--- src/rtl/ads1115_pkg.sv ---
// Shared constants and FSM encoding for the ADS1115-compatible I2C target.
package ads1115_pkg;

  localparam logic [1:0] PTR_CONV      = 2'd0;
  localparam logic [1:0] PTR_CONFIG    = 2'd1;
  localparam logic [1:0] PTR_LO_THRESH = 2'd2;
  localparam logic [1:0] PTR_HI_THRESH = 2'd3;

  localparam logic [15:0] CONFIG_RESET    = 16'h8583;
  localparam logic [15:0] LO_THRESH_RESET = 16'h8000;
  localparam logic [15:0] HI_THRESH_RESET = 16'h7FFF;

  typedef enum logic [2:0] {
    IDLE,
    ADDR,
    ADDR_ACK,
    WR_BYTE,
    WR_ACK,
    RD_BYTE,
    RD_ACK
  } state_t;

endpackage

--- src/rtl/ads1115_target_i2c_line_sync.sv ---
// Synchronizes raw SCL/SDA into clk and flags SCL edges plus START/STOP.
module i2c_line_sync (
  input  logic clk,
  input  logic rst,
  input  logic scl_raw,
  input  logic sda_raw,
  output logic sda,
  output logic scl_rise,
  output logic scl_fall,
  output logic start,
  output logic stop
);

  logic [1:0] scl_sync;
  logic [1:0] sda_sync;
  logic       scl_q;
  logic       sda_q;
  logic       scl;

  // Bus idles high, so reset the chains to 1 to avoid spurious edges.
  always_ff @(posedge clk) begin
    if (rst) begin
      scl_sync <= '1;
      sda_sync <= '1;
      scl_q    <= 1'b1;
      sda_q    <= 1'b1;
    end else begin
      scl_sync <= {scl_sync[0], scl_raw};
      sda_sync <= {sda_sync[0], sda_raw};
      scl_q    <= scl_sync[1];
      sda_q    <= sda_sync[1];
    end
  end

  assign scl      = scl_sync[1];
  assign sda      = sda_sync[1];
  assign scl_rise = scl & ~scl_q;
  assign scl_fall = ~scl & scl_q;
  assign start    = scl & scl_q & sda_q & ~sda;
  assign stop     = scl & scl_q & ~sda_q & sda;

endmodule

--- src/rtl/ads1115_target.sv ---
// ADS1115-style I2C target: pointer/config/conversion registers and a
// sample-request handshake that stands in for the analog front end.
module ads1115_target
  import ads1115_pkg::*;
#(
  parameter logic [6:0]  ADDRESS     = 7'h48,
  parameter int unsigned CONV_CYCLES = 1024
) (
  input  logic        clk_i,
  input  logic        rst_i,
  input  logic        scl_i,
  input  logic        sda_i,
  output logic        sda_oe_o,
  output logic        sample_req_o,
  output logic [1:0]  sample_channel_o,
  input  logic [15:0] sample_data_i,
  input  logic        sample_valid_i,
  output logic        busy_o
);

  localparam int unsigned CW = $clog2(CONV_CYCLES + 1);

  logic sda, scl_rise, scl_fall, start, stop;

  i2c_line_sync u_sync (
    .clk      (clk_i),
    .rst      (rst_i),
    .scl_raw  (scl_i),
    .sda_raw  (sda_i),
    .sda      (sda),
    .scl_rise (scl_rise),
    .scl_fall (scl_fall),
    .start    (start),
    .stop     (stop)
  );

  state_t      state, state_n;
  logic [3:0]  bit_cnt, bit_cnt_n;
  logic [7:0]  shift, shift_n;
  logic [6:0]  tx, tx_n;
  logic        sda_oe, sda_oe_n;
  logic [1:0]  byte_cnt, byte_cnt_n;
  logic [7:0]  msb_stage, msb_stage_n;
  logic [7:0]  snap_lo, snap_lo_n;
  logic        lsb_next, lsb_next_n;
  logic [1:0]  pointer, pointer_n;
  logic        commit;
  logic [15:0] commit_data;

  logic [14:0]   cfg;
  logic [15:0]   conv_reg;
  logic [15:0]   sample_buf;
  logic          sample_got;
  logic [CW-1:0] cyc_cnt;
  logic          conv_elapsed;
  logic [15:0]   rd_value;

  always_comb begin
    rd_value = conv_reg;
    case (pointer)
      PTR_CONV:      rd_value = conv_reg;
      PTR_CONFIG:    rd_value = {~busy_o, cfg};
      PTR_LO_THRESH: rd_value = LO_THRESH_RESET;
      default:       rd_value = HI_THRESH_RESET;
    endcase
  end

  assign commit_data = {msb_stage, shift};

  always_ff @(posedge clk_i) begin
    if (rst_i) begin
      state     <= IDLE;
      bit_cnt   <= '0;
      shift     <= '0;
      tx        <= '0;
      sda_oe    <= 1'b0;
      byte_cnt  <= '0;
      msb_stage <= '0;
      snap_lo   <= '0;
      lsb_next  <= 1'b0;
      pointer   <= PTR_CONV;
    end else begin
      state     <= state_n;
      bit_cnt   <= bit_cnt_n;
      shift     <= shift_n;
      tx        <= tx_n;
      sda_oe    <= sda_oe_n;
      byte_cnt  <= byte_cnt_n;
      msb_stage <= msb_stage_n;
      snap_lo   <= snap_lo_n;
      lsb_next  <= lsb_next_n;
      pointer   <= pointer_n;
    end
  end

  always_comb begin
    state_n     = state;
    bit_cnt_n   = bit_cnt;
    shift_n     = shift;
    tx_n        = tx;
    sda_oe_n    = sda_oe;
    byte_cnt_n  = byte_cnt;
    msb_stage_n = msb_stage;
    snap_lo_n   = snap_lo;
    lsb_next_n  = lsb_next;
    pointer_n   = pointer;
    commit      = 1'b0;
    if (stop) begin
      state_n  = IDLE;
      sda_oe_n = 1'b0;
    end else if (start) begin
      state_n   = ADDR;
      bit_cnt_n = '0;
      sda_oe_n  = 1'b0;
    end else begin
      case (state)
        ADDR: begin
          if (scl_rise) begin
            shift_n   = {shift[6:0], sda};
            bit_cnt_n = bit_cnt + 4'd1;
          end else if (scl_fall && bit_cnt == 4'd8) begin
            if (shift[7:1] == ADDRESS) begin
              state_n  = ADDR_ACK;
              sda_oe_n = 1'b1;
            end else begin
              state_n = IDLE;
            end
          end
        end
        ADDR_ACK: begin
          if (scl_fall) begin
            bit_cnt_n = '0;
            if (shift[0]) begin
              state_n    = RD_BYTE;
              tx_n       = rd_value[14:8];
              snap_lo_n  = rd_value[7:0];
              sda_oe_n   = ~rd_value[15];
              lsb_next_n = 1'b1;
            end else begin
              state_n    = WR_BYTE;
              sda_oe_n   = 1'b0;
              byte_cnt_n = '0;
            end
          end
        end
        WR_BYTE: begin
          if (scl_rise) begin
            shift_n   = {shift[6:0], sda};
            bit_cnt_n = bit_cnt + 4'd1;
          end else if (scl_fall && bit_cnt == 4'd8) begin
            state_n  = WR_ACK;
            sda_oe_n = 1'b1;
            case (byte_cnt)
              2'd0:    pointer_n   = shift[1:0];
              2'd1:    msb_stage_n = shift;
              2'd2:    commit      = 1'b1;
              default: ;
            endcase
            if (byte_cnt != 2'd3) byte_cnt_n = byte_cnt + 2'd1;
          end
        end
        WR_ACK: begin
          if (scl_fall) begin
            state_n   = WR_BYTE;
            sda_oe_n  = 1'b0;
            bit_cnt_n = '0;
          end
        end
        RD_BYTE: begin
          if (scl_rise) begin
            bit_cnt_n = bit_cnt + 4'd1;
          end else if (scl_fall) begin
            if (bit_cnt == 4'd8) begin
              state_n  = RD_ACK;
              sda_oe_n = 1'b0;
            end else begin
              sda_oe_n = ~tx[6];
              tx_n     = {tx[5:0], 1'b0};
            end
          end
        end
        RD_ACK: begin
          if (scl_rise && sda) begin
            state_n = IDLE;
          end else if (scl_fall) begin
            state_n   = RD_BYTE;
            bit_cnt_n = '0;
            // LSB comes from the pair snapshot; a new pair re-samples the register.
            if (lsb_next) begin
              tx_n       = snap_lo[6:0];
              sda_oe_n   = ~snap_lo[7];
              lsb_next_n = 1'b0;
            end else begin
              tx_n       = rd_value[14:8];
              snap_lo_n  = rd_value[7:0];
              sda_oe_n   = ~rd_value[15];
              lsb_next_n = 1'b1;
            end
          end
        end
        default: ;
      endcase
    end
  end

  assign sda_oe_o     = sda_oe;
  assign conv_elapsed = cyc_cnt >= CW'(CONV_CYCLES - 1);

  always_ff @(posedge clk_i) begin
    if (rst_i) begin
      cfg              <= CONFIG_RESET[14:0];
      conv_reg         <= '0;
      sample_buf       <= '0;
      sample_got       <= 1'b0;
      cyc_cnt          <= '0;
      busy_o           <= 1'b0;
      sample_req_o     <= 1'b0;
      sample_channel_o <= '0;
    end else begin
      if (busy_o) begin
        if (!conv_elapsed) cyc_cnt <= cyc_cnt + 1'b1;
        if (sample_req_o && sample_valid_i) begin
          sample_req_o <= 1'b0;
          sample_got   <= 1'b1;
          sample_buf   <= sample_data_i;
        end
        if (conv_elapsed && sample_got) begin
          conv_reg <= sample_buf;
          busy_o   <= 1'b0;
        end
      end
      if (commit && pointer == PTR_CONFIG) begin
        cfg <= commit_data[14:0];
        if (commit_data[15] && !busy_o) begin
          busy_o           <= 1'b1;
          sample_req_o     <= 1'b1;
          sample_got       <= 1'b0;
          cyc_cnt          <= '0;
          sample_channel_o <= commit_data[13:12];
        end
      end
    end
  end

endmodule
--- config.mk ---
export PLATFORM = sky130hd
export DESIGN_NAME = ads1115_target
export DESIGN_NICKNAME = d
export VERILOG_FILES = /design/src/rtl/ads1115_pkg.sv /design/src/rtl/ads1115_target_i2c_line_sync.sv /design/src/rtl/ads1115_target.sv
export SDC_FILE = /design/constraint.sdc
export NUM_CORES = 1
export LEC_CHECK = 0
export CORE_MARGIN = 4
export CORE_UTILIZATION = 47
export DETAILED_ROUTE_END_ITERATION = 8
export SLEW_MARGIN = 20
export SYNTH_ARGS = -nofsm -noshare
export SYNTH_HDL_FRONTEND = slang
export SYNTH_SLANG_ARGS = --single-unit
--- constraint.sdc ---
create_clock -name clk_i -period 2.2 [get_ports clk_i]
set_clock_uncertainty 0.1 [all_clocks]
set_input_delay 0.33 -clock clk_i [delete_from_list [all_inputs] [get_ports clk_i]]
set_output_delay 0.33 -clock clk_i [all_outputs]
set_load 0.005 [all_outputs]
# Yosys cells after proc, flatten, opt, wreduce, memory -nomap -nowiden
# Index checks and enable logic that the tools add are counted.
# op_classes
add_sub_neg,3
mul,0
n_div,0
n_lt_le_gt_ge,1
n_eq_ne,43
shifts,0
muxes,85
n_bitwise,18
reduce_logical,34
# ops
operator,n
$mux W7,8
$pmux W16 S3,1
$mux W11,4
$mux W8,5
$mux W1,38
$mux W3,12
$ne A2 B2 Y1 const B,18
$ne A3 B3 Y1 const B,11
$reduce_and A11 Y1,2
$pmux W7 S3,1
$pmux W3 S6,1
$mux W4,4
$pmux W8 S2,1
$reduce_and A8 Y1,2
$mux W2,6
$pmux W4 S3,1
$reduce_and A12 Y1,1
$reduce_and A6 Y1,2
$add A11 B1 Y11 const B,1
$ge A11 B10 Y1 const B,1
$not A1 Y1,11
$reduce_and A10 Y1,1
$eq A3 B3 Y1 const B,3
$reduce_and A4 Y1,2
26 further kinds,47
# word_totals
ff_bits,113
latch_bits,0
ramBits,0
romBits,0
in_bits,21
out_inout_bits,5
wordCells,207
n_memories,0

# Longest topological paths before layout
# logic_depth
ltp_word,10
mapped_depth,8
mapped_depth_nobuf,7

# Hierarchy
# From an unflattened synthesis, not the netlist that was laid out.
# hier_totals
hier_cells,625
area_unflattened_um2,5173.7
# modules_own_cells
mod,instances,cells_per_inst,area_per_inst_um2,seq_area_each_um2
ads1115_target,1,609,4983.5,2142.1
i2c_line_sync,1,16,190.2,120.1

# Worst setup path before layout
# Ideal clock, no wire load.
# synth_timing
path_type,register to register
from,register cyc_cnt[4]
to,register conv_reg[13]
setup_time_ns,0.132
arrival_time_ns,1.729
required_time_ns,1.968
slack_ns,0.239
path_stages_with_launch,9
n_path_buf,3
period_less_slack_ns,1.961
path_cell_list,dfxtp_1 > and3_1 > buf_4 > or4b_1 > buf_2 > a21o_1 > buf_2 > nand2_1 > a21oi_2
# synth_via
elab_chain_len,3
# synth_rtl
item,line_no,source
"start, declared",ads1115_target.sv:54,logic [CW-1:0] cyc_cnt;
"start signal, assigned",ads1115_target.sv:221,if (!conv_elapsed) cyc_cnt <= cyc_cnt + 1'b1;
$ge A11 B10 Y1,ads1115_target.sv:207,assign conv_elapsed = cyc_cnt >= CW'(CONV_CYCLES - 1);
$logic_and A1 B1 Y1,ads1115_target.sv:227,if (conv_elapsed && sample_got) begin
$reduce_and A2 Y1 (no source line),n/a,
"end signal, assigned",ads1115_target.sv:228,conv_reg <= sample_buf;
"end, declared",ads1115_target.sv:51,logic [15:0] conv_reg;
# No other way between the ends.
# A chain may end at the register's enable or synchronous reset.

# Worst setup path after layout
# layout_timing
from,register busy_o
to,output busy_o
# layout_lines
item,line_no,source
"start, declared",ads1115_target.sv:18,output logic busy_o
"start signal, assigned",ads1115_target.sv:216,busy_o <= 1'b0;
"start signal, assigned",ads1115_target.sv:229,busy_o <= 1'b0;
"start signal, assigned",ads1115_target.sv:235,busy_o <= 1'b1;
# No word-level cell between the ends.

==> results.md <==
* Overflow after GRT at 0
* Placer Congestion at 0.8946
* Average size of a mapped cell at 8.014 µm²
* Netlist Area Pre-Place at 0.005001 mm²
* Sw Pwr at 0.9936 mW
* Register area at 0.002262 mm²
* Clock sink count at 113
* Seq/Total Area, Yosys at 0.4523
* Slowest cell on crit path: clkdlybuf4s50_1
* Nets at 676
* CP startpoint kind: register
* Dpl hpwl at 8127 µm
* Die area at 0.01235 mm²
* Area grow syn2layout at 20.12%
* Drt wl/cell at 14.65 µm
* Residual DRC count at 0
* Top cell family by delay on the critical path: buffers and inverters
* Post-synth top area share at 0.4523
* Max VDD drop at 577.0 µV
* Pre-antenna DRT Iters at 5
* Ys async rst share at 0
* MaxCap Viol Count at 0
* Final Max Tran Viols at 0
* Synth top area cells: dfxtp_1 (45%), nand2_1 (9.1%), a21oi_1 (7.2%)
* Relative slew slack at 0.5622
* Crit Path Category: register to output pin
* CTS tree: done
* Post-CTS setup buffer count at 0
* Core area at 0.01032 mm²
* CP Max Fanout at 11
* Starting Density at 0.4844
* Yosys warns at 0
* Synth area leader: dfxtp_1
* WL final at 11,670 µm
* Cts hold-fix bufs at 0
* Minimum clock period at 2121 ps
* Fin Hold WS at 176.1 ps
* Via density at 5.386
* Logic pwr share at 0.025
* Htree depth at 4
* Final period utilization at 0.9642
* # setup viols final at 0
* Crit-path max cell delay at 590 ps
* Hold Vio Cnt, Final at 0
* Worst Path Required at 1770 ps
* Largest net degree at the start of global routing at 31
* CP bufs+invs at 1
* Port bufs at 25
* Worst hold path class: input port to register
* Distinct cells, synth at 56
* Max Fclk at 0.4714 GHz
* Post-synth EDFFs at 0
* Initial antenna violation count at 0
* Global router's overall resource usage at 0.1963
* Post-route ant nets at 0
* LEAKAGE at 2.092 nW
* Chip height at 111.2 µm
* Die Wd at 111.2 µm
* # diodes at 0
* Yosys reg bits at 113
* Synth Flop Type: dfxtp_1
* Unrepaired setup endpoints after global routing: false
* CP endpoint kind: output pin
* Critical-path cell list: clkdlybuf4s50_1
* Synth Instances at 624
* First-pass GRT wire length at 19,630 µm
* Row count at 37
* Clk pin slew, worst setup/hold paths at 50 ps
* Setup TNS at 0 ps
* Post-synthesis net count at 652
* Worst-skew pair later-pin latency at 520 ps
* 1st-iter DRT viols at 242
* Multi-input logic area at 0.002487 mm²
* Sequential Power Share at 0.436
* Longest Clk Path Bufs at 2
* Fill count at 914
* Vias in the first global route at 3,994
* P_int at 3.739 mW
* Num ports at 26
* Worst path arrival time at 1690 ps
* Share of layout cells above drive strength 1 at 0.1165
* Outcome: complete, no violations
* Switching part of the total at 0.2100
* Clock network fraction of total power at 0.539
* P per Cell Area at 787.8 mW/mm²
* Via count at 4,293
* CTS buffer count at 17
* Worst slew pin tran at 647.9 ps
* Clock root cell: clkbuf_8
## power by group through the flow
stage,Sequential [mW],Clock [mW],Combinational (mW)
final,2.06,2.55,0.119
after floorplan,2.10,0,0.0632
after detailed placement,2.10,0,0.117
after global placement,2.10,0,0.116
after CTS,2.06,2.60,0.118
after global routing,2.06,2.73,0.129
## timing repair
item                                    CTS  global route
endpoints found under the hold margin     0             0
resized for setup                         0             4
endpoints found under the setup margin    0             6
## cells by family after synthesis
kind of cell,Yosys count,synth area share
AOI/OAI and AO/OA,153,0.1927
xor gates and xnor gates,5,0.008756
adders and majority gates,7,0.01751
buffers and inverters,63,0.05279
DFF,113,0.4523
muxes,18,0.03653
and+or+nand+nor,265,0.2394
## cell usage after synthesis (2+ instances only)
library cell,n
nand2_1,121
dfxtp_1,113
a21oi_1,72
nor2_1,64
clkbuf_1,33
o21ai_0,25
nand3_1,22
inv_1,16
mux2i_1,16
a311oi_1,11
a211oi_1,10
nand2b_1,9
buf_2,8
ha_1,7
nor3_1,7
or2_2,7
a22o_1,6
nor2b_1,6
a211o_1,5
nand4_1,5
xor2_1,5
and3_1,4
nor4_1,4
a21oi_2,3
a31oi_1,3
nand3b_1,3
nor3b_1,3
a2111oi_0,2
a41oi_1,2
and3b_1,2
buf_4,2
clkbuf_2,2
mux2_2,2
nand4b_1,2
## worst paths after layout
check                                      from  depth (start not counted)  slack [ps]                             to
hold reg to reg   u_sync.sda_sync[0]$_SDFF_PP1_                          1         310  u_sync.sda_sync[1]$_SDFF_PP1_
setup / recovery              busy_o$_SDFF_PP0_                          1          80                         busy_o
hold / removal                            rst_i                          2         180       byte_cnt[0]$_SDFFE_PP0P_
setup reg to reg          shift[4]$_SDFFE_PP0P_                          4         120          sda_oe_o$_SDFFE_PP0P_
## cell type report
| type | instances | share of cell area |
|---|---|---|
| sequential | 113 | 0.3766 |
| timing repair buffer | 52 | 0.07873 |
| multi-input combinational | 448 | 0.4141 |
| inverter | 16 | 0.009998 |
| clock buffer | 22 | 0.07373 |
| clock inverter | 10 | 0.01854 |
| tap | 136 | 0.02833 |
## stage by stage
step | utilization | instances | worst slack [ps] | instance area, µm² | power [mW]
final | 0.5819 | 797 | 78.65 | 6007 | 4.732
after global routing | 0.5819 | 797 | 0.1716 | 6007 | 4.916
after CTS | 0.5807 | 797 | 10.44 | 5995 | 4.782
after detailed placement | 0.5270 | 765 | 26.59 | 5440 | 2.221
after global placement | 0.5270 | 765 | 113.7 | 5440 | 2.219
after floorplan | - | 624 | 238.8 | 5001 | 2.162
## layer usage
metal / up-vias / wire length [µm] / track usage
met4: 0 / 192 / 0.07380
li1: 2205 / - / -
met2: 93 / 5265 / 0.3022
met3: 19 / 495 / 0.06496
met1: 1976 / 5721 / 0.2564
met5: - / 0 / 0
## placed cells by master (no fill, tap or decap), types with 3 or more instances in the layout
cell / count
buf_4: 25
a211o_1: 5
nand2b_1: 8
nand3_1: 22
clkbuf_16: 16
nor4_1: 3
ha_1: 7
xor2_1: 5
inv_1: 16
nor2b_1: 6
nor2_1: 63
dfxtp_1: 113
a21oi_2: 3
nand2_1: 121
and3_1: 4
nor3_1: 7
a211oi_1: 10
clkbuf_1: 4
clkinv_2: 4
clkinvlp_4: 3
a21oi_1: 72
a31oi_1: 3
nand3b_1: 3
clkdlybuf4s50_1: 24
nand4_1: 5
o21ai_0: 25
a311oi_1: 11
mux2i_1: 16
nor3b_1: 3
or2_2: 7
a22o_1: 6
(Power assumes the default switching activity.)
